<file path="src/rtl/operand_fetch_sb.sv">
// Operand fetch stage with per-register pending-write scoreboard.
// Reads rs1/rs2, bypasses the live writeback, stalls decode on RAW or counter saturation.
module operand_fetch_sb #(
  parameter int XLEN  = 32,
  parameter int CNT_W = 2
) (
  input  logic            clk,
  input  logic            rst,
  input  logic            id_valid,
  output logic            id_ready,
  input  logic [4:0]      id_rs1,
  input  logic [4:0]      id_rs2,
  input  logic            id_use_rs1,
  input  logic            id_use_rs2,
  input  logic [4:0]      id_rd,
  input  logic            id_wr,
  output logic [4:0]      read_r1,
  output logic [4:0]      read_r2,
  input  logic [XLEN-1:0] data_r1,
  input  logic [XLEN-1:0] data_r2,
  input  logic            RegWriteEn,
  input  logic [4:0]      rd,
  input  logic [XLEN-1:0] data,
  output logic            ex_valid,
  input  logic            ex_ready,
  output logic [XLEN-1:0] ex_op1,
  output logic [XLEN-1:0] ex_op2,
  output logic [4:0]      ex_rd,
  output logic            ex_wr,
  output logic            sb_err
);

  localparam logic [CNT_W-1:0] CNT_MAX = '1;
  localparam logic [CNT_W-1:0] CNT_ONE = CNT_W'(1);

  logic [CNT_W-1:0] pend_q [32];
  logic [CNT_W-1:0] pend_d [32];
  logic             ex_valid_q, ex_valid_d;
  logic [XLEN-1:0]  ex_op1_q, ex_op1_d, ex_op2_q, ex_op2_d;
  logic [4:0]       ex_rd_q, ex_rd_d;
  logic             ex_wr_q, ex_wr_d;
  logic             sb_err_q, sb_err_d;

  logic            wb_en, hit_rs1, hit_rs2, hit_rd;
  logic            blk_rs1, blk_rs2, blk_rd;
  logic            slot_free, issue;
  logic [XLEN-1:0] op1, op2;

  assign read_r1 = id_rs1;
  assign read_r2 = id_rs2;

  assign wb_en   = RegWriteEn && (rd != 5'd0);
  assign hit_rs1 = wb_en && (rd == id_rs1);
  assign hit_rs2 = wb_en && (rd == id_rs2);
  assign hit_rd  = wb_en && (rd == id_rd);

  assign op1 = (id_rs1 == 5'd0) ? '0 : (hit_rs1 ? data : data_r1);
  assign op2 = (id_rs2 == 5'd0) ? '0 : (hit_rs2 ? data : data_r2);

  // A single outstanding write that lands this cycle is satisfied by the bypass.
  assign blk_rs1 = id_use_rs1 && (id_rs1 != 5'd0) && (pend_q[id_rs1] != '0)
                   && !(hit_rs1 && (pend_q[id_rs1] == CNT_ONE));
  assign blk_rs2 = id_use_rs2 && (id_rs2 != 5'd0) && (pend_q[id_rs2] != '0)
                   && !(hit_rs2 && (pend_q[id_rs2] == CNT_ONE));
  assign blk_rd  = id_wr && (id_rd != 5'd0) && (pend_q[id_rd] == CNT_MAX) && !hit_rd;

  assign slot_free = !ex_valid_q || ex_ready;
  assign id_ready  = slot_free && !(blk_rs1 || blk_rs2 || blk_rd);
  assign issue     = id_valid && id_ready;

  always_comb begin
    for (int r = 0; r < 32; r++) pend_d[r] = pend_q[r];
    for (int r = 1; r < 32; r++) begin
      if ((issue && id_wr && (id_rd == 5'(r))) &&
          !(wb_en && (rd == 5'(r)) && (pend_q[r] != '0)))
        pend_d[r] = pend_q[r] + CNT_ONE;
      else if (!(issue && id_wr && (id_rd == 5'(r))) &&
               (wb_en && (rd == 5'(r)) && (pend_q[r] != '0)))
        pend_d[r] = pend_q[r] - CNT_ONE;
    end
  end

  assign sb_err_d = sb_err_q || (wb_en && (pend_q[rd] == '0));

  always_comb begin
    ex_valid_d = ex_valid_q;
    ex_op1_d   = ex_op1_q;
    ex_op2_d   = ex_op2_q;
    ex_rd_d    = ex_rd_q;
    ex_wr_d    = ex_wr_q;
    if (issue) begin
      ex_valid_d = 1'b1;
      ex_op1_d   = op1;
      ex_op2_d   = op2;
      ex_rd_d    = id_rd;
      ex_wr_d    = id_wr;
    end else if (ex_valid_q && ex_ready) begin
      ex_valid_d = 1'b0;
    end
  end

  always_ff @(posedge clk or negedge rst) begin
    if (!rst) begin
      for (int r = 0; r < 32; r++) pend_q[r] <= '0;
      ex_valid_q <= 1'b0;
      ex_op1_q   <= '0;
      ex_op2_q   <= '0;
      ex_rd_q    <= '0;
      ex_wr_q    <= 1'b0;
      sb_err_q   <= 1'b0;
    end else begin
      for (int r = 0; r < 32; r++) pend_q[r] <= pend_d[r];
      ex_valid_q <= ex_valid_d;
      ex_op1_q   <= ex_op1_d;
      ex_op2_q   <= ex_op2_d;
      ex_rd_q    <= ex_rd_d;
      ex_wr_q    <= ex_wr_d;
      sb_err_q   <= sb_err_d;
    end
  end

  assign ex_valid = ex_valid_q;
  assign ex_op1   = ex_op1_q;
  assign ex_op2   = ex_op2_q;
  assign ex_rd    = ex_rd_q;
  assign ex_wr    = ex_wr_q;
  assign sb_err   = sb_err_q;

endmodule

</file>
<file path="config.mk">
export PLATFORM = sky130hd
export DESIGN_NAME = operand_fetch_sb
export DESIGN_NICKNAME = d
export VERILOG_FILES = /design/src/rtl/operand_fetch_sb.sv
export SDC_FILE = /design/constraint.sdc
export NUM_CORES = 1
export LEC_CHECK = 0
export CORE_ASPECT_RATIO = 2
export CORE_MARGIN = 2
export CORE_UTILIZATION = 35
export DETAILED_ROUTE_END_ITERATION = 8
export PLACE_DENSITY = 0.63
export RECOVER_POWER = 50
export SETUP_SLACK_MARGIN = 0.4
export SYNTH_ARGS = -nofsm -noshare
export SYNTH_HDL_FRONTEND = slang
export SYNTH_SLANG_ARGS = --single-unit
</file>
<file path="constraint.sdc">
create_clock -name clk -period 10.8 [get_ports clk]
set_input_delay 3.24 -clock clk [delete_from_list [all_inputs] [get_ports clk]]
set_output_delay 3.24 -clock clk [all_outputs]
set_load 0.005 [all_outputs]
</file>
# --- Yosys cells after proc, flatten, opt, wreduce, memory -nomap -nowiden ---
# Index checks and enable logic that the tools add are counted.
# W data, S select, Z words.
totals:
  register_bits: 134
  in_bits: 124
  output_inout_bits: 83
  word_cells: 573
classes:
  add_sub_neg: 62
  order_cmp: 4
  eq_ne: 68
  n_mux: 80
  bitwise: 4
  n_reduce_logical: 318
ops:
  columns: ["operator", "n"]
  rows:
  - ["$logic_and A1 B1 Y1", 175]
  - ["$eq A5 B5 Y1 const B", 32]
  - ["$mux W2", 70]
  - ["$reduce_bool A2 Y1", 65]
  - ["$mux W32", 4]
  - ["$eq A5 B4 Y1 const B", 16]
  - ["$logic_not A1 Y1", 67]
  - ["$add A2 B1 Y2 const B", 31]
  - ["$sub A2 B1 Y2 const B", 31]
  - ["$bmux W2 S5", 4]
  - ["$eq A5 B3 Y1 const B", 8]
  - ["$ge A6 B6 Y1 const B", 4]
  - ["$not A5 Y6", 4]
  - ["$eq A5 B2 Y1 const B", 4]
  - ["$reduce_bool A5 Y1", 4]
  - ["$eq A5 B5 Y1", 3]
  - ["$eq A5 B1 Y1 const B", 2]
  - ["$logic_not A5 Y1", 2]
  - ["$eq A2 B1 Y1 const B", 2]
  - ["$logic_or A1 B1 Y1", 4]
  - ["$eq A2 B2 Y1 const B", 1]
  - ["$logic_not A2 Y1", 1]
  - ["$mux W1", 2]

# --- Longest topological paths before layout ---
logic_depth:
  ltp_word: 19
  ltp_mapped: 16

# --- Worst setup path after synthesis ---
# Ideal clock, no wire load.
synth_timing:
  path_type: "input port to output port"
  start: "input port id_rs1[1]"
  end: "output port id_ready"
  arrival_ps: 4959
  required_ps: 7560
  path_slack_ps: 2601
  stages: 7
  path_buffers: 2
  cell_sequence: "buf_2 -> buf_1 -> mux4_2 -> o311a_1 -> nand4b_1 -> nand4_2 -> nor4b_1"
synth_via:
  elab_chain_cells: 12
  word_cells_on_any_way: 18
  cone_classes: "eq/ne (2); mux (3); bitwise (1); reduce/logical (12)"
synth_rtl:
  columns: ["element", "line_no", "text"]
  rows:
  - ["from (decl)", "11", "input logic [4:0] id_rs1,"]
  - ["$not A5 Y6 (implied by the code)", "61, 62", null]
  - ["$bmux W2 S5", "61, 62", null]
  - ["$mux W2 (implied by the code) (2 in series)", "61, 62", null]
  - ["$eq A2 B1 Y1", "62", "&& !(hit_rs1 && (pend_q[id_rs1] == CNT_ONE));"]
  - ["$logic_and A1 B1 Y1", "62", null]
  - ["$logic_not A1 Y1", "62", null]
  - ["$logic_and A1 B1 Y1 *", "62", null]
  - ["$logic_or A1 B1 Y1 * (2 in series)", "68", "assign id_ready = slot_free && !(blk_rs1 || blk_rs2 || blk_rd);"]
  - ["$logic_not A1 Y1 *", "68", null]
  - ["$logic_and A1 B1 Y1 *", "68", null]
  - ["to (decl)", "10", "output logic id_ready,"]
# Every way passes the cells marked *; elsewhere a longest branch is shown, timed or not. The select of a mux whose other input is x is not followed.

# --- Worst setup path after layout ---
layout_timing:
  start: "input port id_rs2[0]"
  end: "output port id_ready"
layout_via:
  elab_chain_cells: 12
  word_cells_on_any_way: 18
  cone_classes: "eq/ne (2); mux (3); bitwise (1); reduce/logical (12)"
layout_rtl:
  columns: ["element", "line_no", "text"]
  rows:
  - ["from (decl)", "12", "input logic [4:0] id_rs2,"]
  - ["$not A5 Y6 (implied by the code)", "63, 64", null]
  - ["$bmux W2 S5", "63, 64", null]
  - ["$mux W2 (implied by the code) (2 in series)", "63, 64", null]
  - ["$eq A2 B1 Y1", "64", "&& !(hit_rs2 && (pend_q[id_rs2] == CNT_ONE));"]
  - ["$logic_and A1 B1 Y1", "64", null]
  - ["$logic_not A1 Y1", "64", null]
  - ["$logic_and A1 B1 Y1 *", "64", null]
  - ["$logic_or A1 B1 Y1 * (2 in series)", "68", null]
  - ["$logic_not A1 Y1 *", "68", null]
  - ["$logic_and A1 B1 Y1 *", "68", null]
# Marked as above.

==> key figures <==
Timing
  • TNS Setup: 0 ps
  • Skew final: around 11 ps
  • Slew at the pin closest to its max-slew limit: a little under 4000 ps
  • Min Tclk post-route: approximately 10000 ps
  • Final setup vio count: 0
  • Slew Limit Fails: 137
  • Fmax: 100 MHz
  • Part of the cycle the worst path needs: between 90 and 100%
  • RSZ-0062 raised after global routing: false
  • Final hold violation count: 0
  • Slew headroom: -157%

Outcome
  • Status: finished, violations left
  • Failing checks: max-capacitance violations, max-slew violations

Logic synthesis
  • Dominant synthesized flop cell: dfrtp_1
  • Yosys warns: 0
  • Post-synthesis sequential area ratio: between 30 and 40%
  • Synth Instances: between 900 and 1000
  • Cell variety after synth: 62
  • Synth area leader: dfrtp_1
  • Mean Syn Cell Area: a little over 10 um^2
  • Synth area leaders: dfrtp_1 (35%), mux2i_1 (7.8%), mux4_2 (7.1%), xor2_1 (6.1%), mux2_1 (5.2%)
  • Area fraction of the dominant cell type after synthesis: 35.4%
  • Cell Area, Synth: approximately 9500 um^2
  • Ys async rst share: 100%
  • #FFs+latches synth: 134
  • Post-Syn Nets: about 1100
  • EDFF count, synth: 0

Clock tree
  • Clock root cell: clkbuf_16
  • CTS tree: built
  • # resized after CTS: 0
  • Clk slew on worst S/H paths: approximately 60 ps
  • Total CTS buffers: 17
  • # hold bufs at CTS: 0
  • Clock Latency Late Sink: ~440 ps
  • Clock sink count: approximately 130
  • Postcts setup bufs: 0
  • H-tree Lvls: 4
  • Clk buf depth: 2

Die
  • Die area: about 29000 um^2
  • I/O Pins: approximately 210
  • Horiz. Die Dim: between 100 and 150 um
  • Initial Utilization: about 35%
  • Row Count: 85
  • Core area: 26800 um^2
  • Die Ht: between 200 and 250 um

Global route
  • Total track usage: a little under a quarter
  • First-pass GRT wire length: about 50000 um
  • Largest net degree at the start of global routing: 70
  • Global route total overflow: 0
  • Vias in the first global route: between 8000 and 9000
  • Initial antenna violation count: 0

Power and ir drop
  • Power per cell area: just over 200 nW/um^2
  • Clock share of power: around a quarter
  • Leakage: 5.03 nW
  • Switching power: 0.000855 W
  • Overall power: approximately 0.0025 W
  • IR drop worst, VDD: between 100 and 150 uV
  • Comb pwr share: about 36%
  • Int Pwr: approximately 0.0017 W
  • Switching share of total power: between 30% and 40%
  • Seq pwr share: between 30% and 40%

Worst setup path
  • Critical path arrival: ~6700 ps
  • Crit-path cells: clkdlybuf4s50_1 -> buf_4 -> or3_1 -> o31ai_1 -> nor4_1 -> nand3_1 -> nand4_2 -> nor4b_1 -> clkdlybuf4s50_1
  • CP delay by family, top: buffers and inverters
  • Crit path kind: in -> out
  • Crit-path most repeated cell: clkdlybuf4s50_1
  • Crit path buffers/inverters: 3
  • CP Data Required Time: between 7000 and 8000 ps
  • Slowest-stage cell, CP: clkdlybuf4s50_1
  • Worst path max stage delay: 790 ps
  • Crit path capture type: output port
  • Worst setup SP type: input pin
  • Critical-path maximum fanout: 12

Final layout
  • Diode count: 0
  • P&R area growth vs syn: 30.9%
  • Fraction of final layout cells sized beyond drive strength 1: about an eighth
  • Number of fillers in the final layout: between 2000 and 3000
  • Finished Cell Area: between 10000 and 15000 um^2
  • Layout Nets: 1247

Drt
  • DRC: 0
  • Initial DRC Count: 506
  • Routed len/inst: ~22 um
  • Final antenna-violating net count: 0
  • Vias per Instance: between 5 and 6
  • DR vias: 8063
  • Final wirelength: between 30000 and 40000 um
  • Drt pass-1 iters: 5

Place
  • HPWL after detailed placement: between 20000 and 25000 um
  • Final RePlAce weighted congestion: ~1.0
  • Count of buffers from port buffering: 206
  • Placed Area: about 12000 um^2

Min path
  • Hold WC Path Type: reg -> reg

Job
  • Total of max-cap violations: 2
-- routing by layer --
layer  GRT usage [%]  wire (um)  vias up
li1                -          -     3647
met1            22.5      10900     3927
met2            40.8      16700      351
met3            4.36       1620      138
met4            18.1       2910        0
met5               0          0        -
-- cell families (layout without fill, tap and decap cells) --
group | after synthesis | in the layout | share of synthesized area [%]
AO/OA/AOI/OAI | 91 | 91 | 6.93
XOR/XNOR | 108 | 108 | 9.97
adder cells (fa/ha/maj) | 31 | 31 | 4.09
buffers and inverters | 89 | 269 | 4.47
flip-flops | 134 | 134 | 35.4
multiplexers | 184 | 184 | 24.5
AND/OR/NAND/NOR | 288 | 288 | 14.7
-- cell type report --
| class | count | area [um^2] | share of cell area [%] |
|---|---|---|---|
| sequential | 134 | 3350 | 27.0 |
| tap | 348 | 435 | 3.51 |
| timing repair buffer | 232 | 2250 | 18.1 |
| clock inverter | 13 | 171 | 1.38 |
| inverter | 5 | 18.8 | 0.151 |
| multi-input combinational | 702 | 5750 | 46.3 |
| clock buffer | 19 | 443 | 3.57 |
-- cell usage in the layout, fill, tap and decap left out, types with 4 or more instances in the layout --
master / instances
a31oi_1: 4
nand2b_1: 6
nand3b_1: 10
inv_1: 5
o211ai_1: 18
dlygate4sd3_1: 41
clkbuf_16: 17
mux2_2: 35
ha_1: 31
mux4_2: 30
a211oi_1: 9
clkdlybuf4s50_1: 164
xor2_1: 66
dfrtp_1: 134
clkinvlp_4: 4
or3_1: 4
a221oi_1: 4
nor2_1: 129
nor2b_1: 20
nor3_1: 36
a21oi_1: 10
buf_4: 25
mux2i_1: 74
nand2_1: 30
mux2_1: 44
nor3b_1: 7
o31ai_1: 4
nand3_1: 16
o21a_1: 4
xnor2_1: 42
o21ai_0: 16
and3_1: 5
-- stage by stage --
stage | instances | setup WS, ps | hold WS (ps) | utilization, %
final | 1453 | 815 | 467 | 46.3
after global routing | 1453 | 567 | 476 | 46.3
after CTS | 1453 | 835 | 478 | 46.4
after detailed placement | 1421 | 838 | 463 | 44.1
after global placement | 1421 | 855 | 467 | 44.1
after floorplan | 925 | 2600 | 468 | -
-- power groups by stage --
| stage | sequential (W) | combinational, W | clock [W] |
|---|---|---|---|
| global placement | 0.000985 | 0.000934 | 0 |
| finish | 0.000993 | 0.000909 | 0.000606 |
| detailed placement | 0.000995 | 0.000942 | 0 |
| global route | 0.00102 | 0.000976 | 0.000642 |
| CTS | 0.000988 | 0.000946 | 0.000623 |
| floorplan | 0.000899 | 0.000502 | 0 |
-- flip-flops by register name, summed over array words and instances (netlist names) --
signal    flops
ex_op1       32
ex_wr         1
ex_rd         5
sb_err        1
pend_q       62
ex_valid      1
ex_op2       32
-- cell usage after synthesis (4+ instances only) --
master and instances:
o31ai_1 4, o21a_1 4, nor2b_1 20, nand3b_1 10
nor3b_1 7, o21ai_0 16, nand2b_1 6, a31oi_1 4
a221oi_1 4, ha_1 31, buf_2 21, nor4_1 4
nor3_1 37, a21oi_1 10, mux2i_1 74, buf_4 13
xor2_1 66, clkbuf_1 43, nor2_1 129, mux4_2 30
o211ai_1 18, nand3_1 16, xnor2_1 42, mux2_1 44
a211oi_1 9, dfrtp_1 134, mux2_2 35, buf_1 5
nand2_1 30, inv_1 5, and3_1 5, or3_1 4
-- worst register-to-register path: cells and delay by family, from the launching register on --
| kind | cells | cell delay [ps] |
|---|---|---|
| muxes | 1 | 520 |
| xor gates and xnor gates | 2 | 290 |
| DFF | 1 | 510 |
| adders and majority gates | 1 | 240 |
| AOI/OAI and AO/OA | 3 | 800 |
| and+or+nand+nor | 4 | 1730 |
-- path summary, 6_finish.rpt --
check | startpoint | to | cells after the start | slack (ps)
min in group asynchronous | rst | pend_q[22]$_DFFE_PN0P_ | 1 | 4130
worst min-delay path | sb_err$_DFF_PN0_ | sb_err$_DFF_PN0_ | 1 | 470
worst max-delay path | id_rs2[0] | id_ready | 9 | 820
worst max register to register | pend_q[46]$_DFFE_PN0P_ | pend_q[23]$_DFFE_PN0P_ | 11 | 6580
worst min register to register | sb_err$_DFF_PN0_ | sb_err$_DFF_PN0_ | 1 | 470
max in group asynchronous | rst | ex_op2[9]$_DFFE_PN0P_ | 2 | 2000
Power figures use the tool's default switching activity.
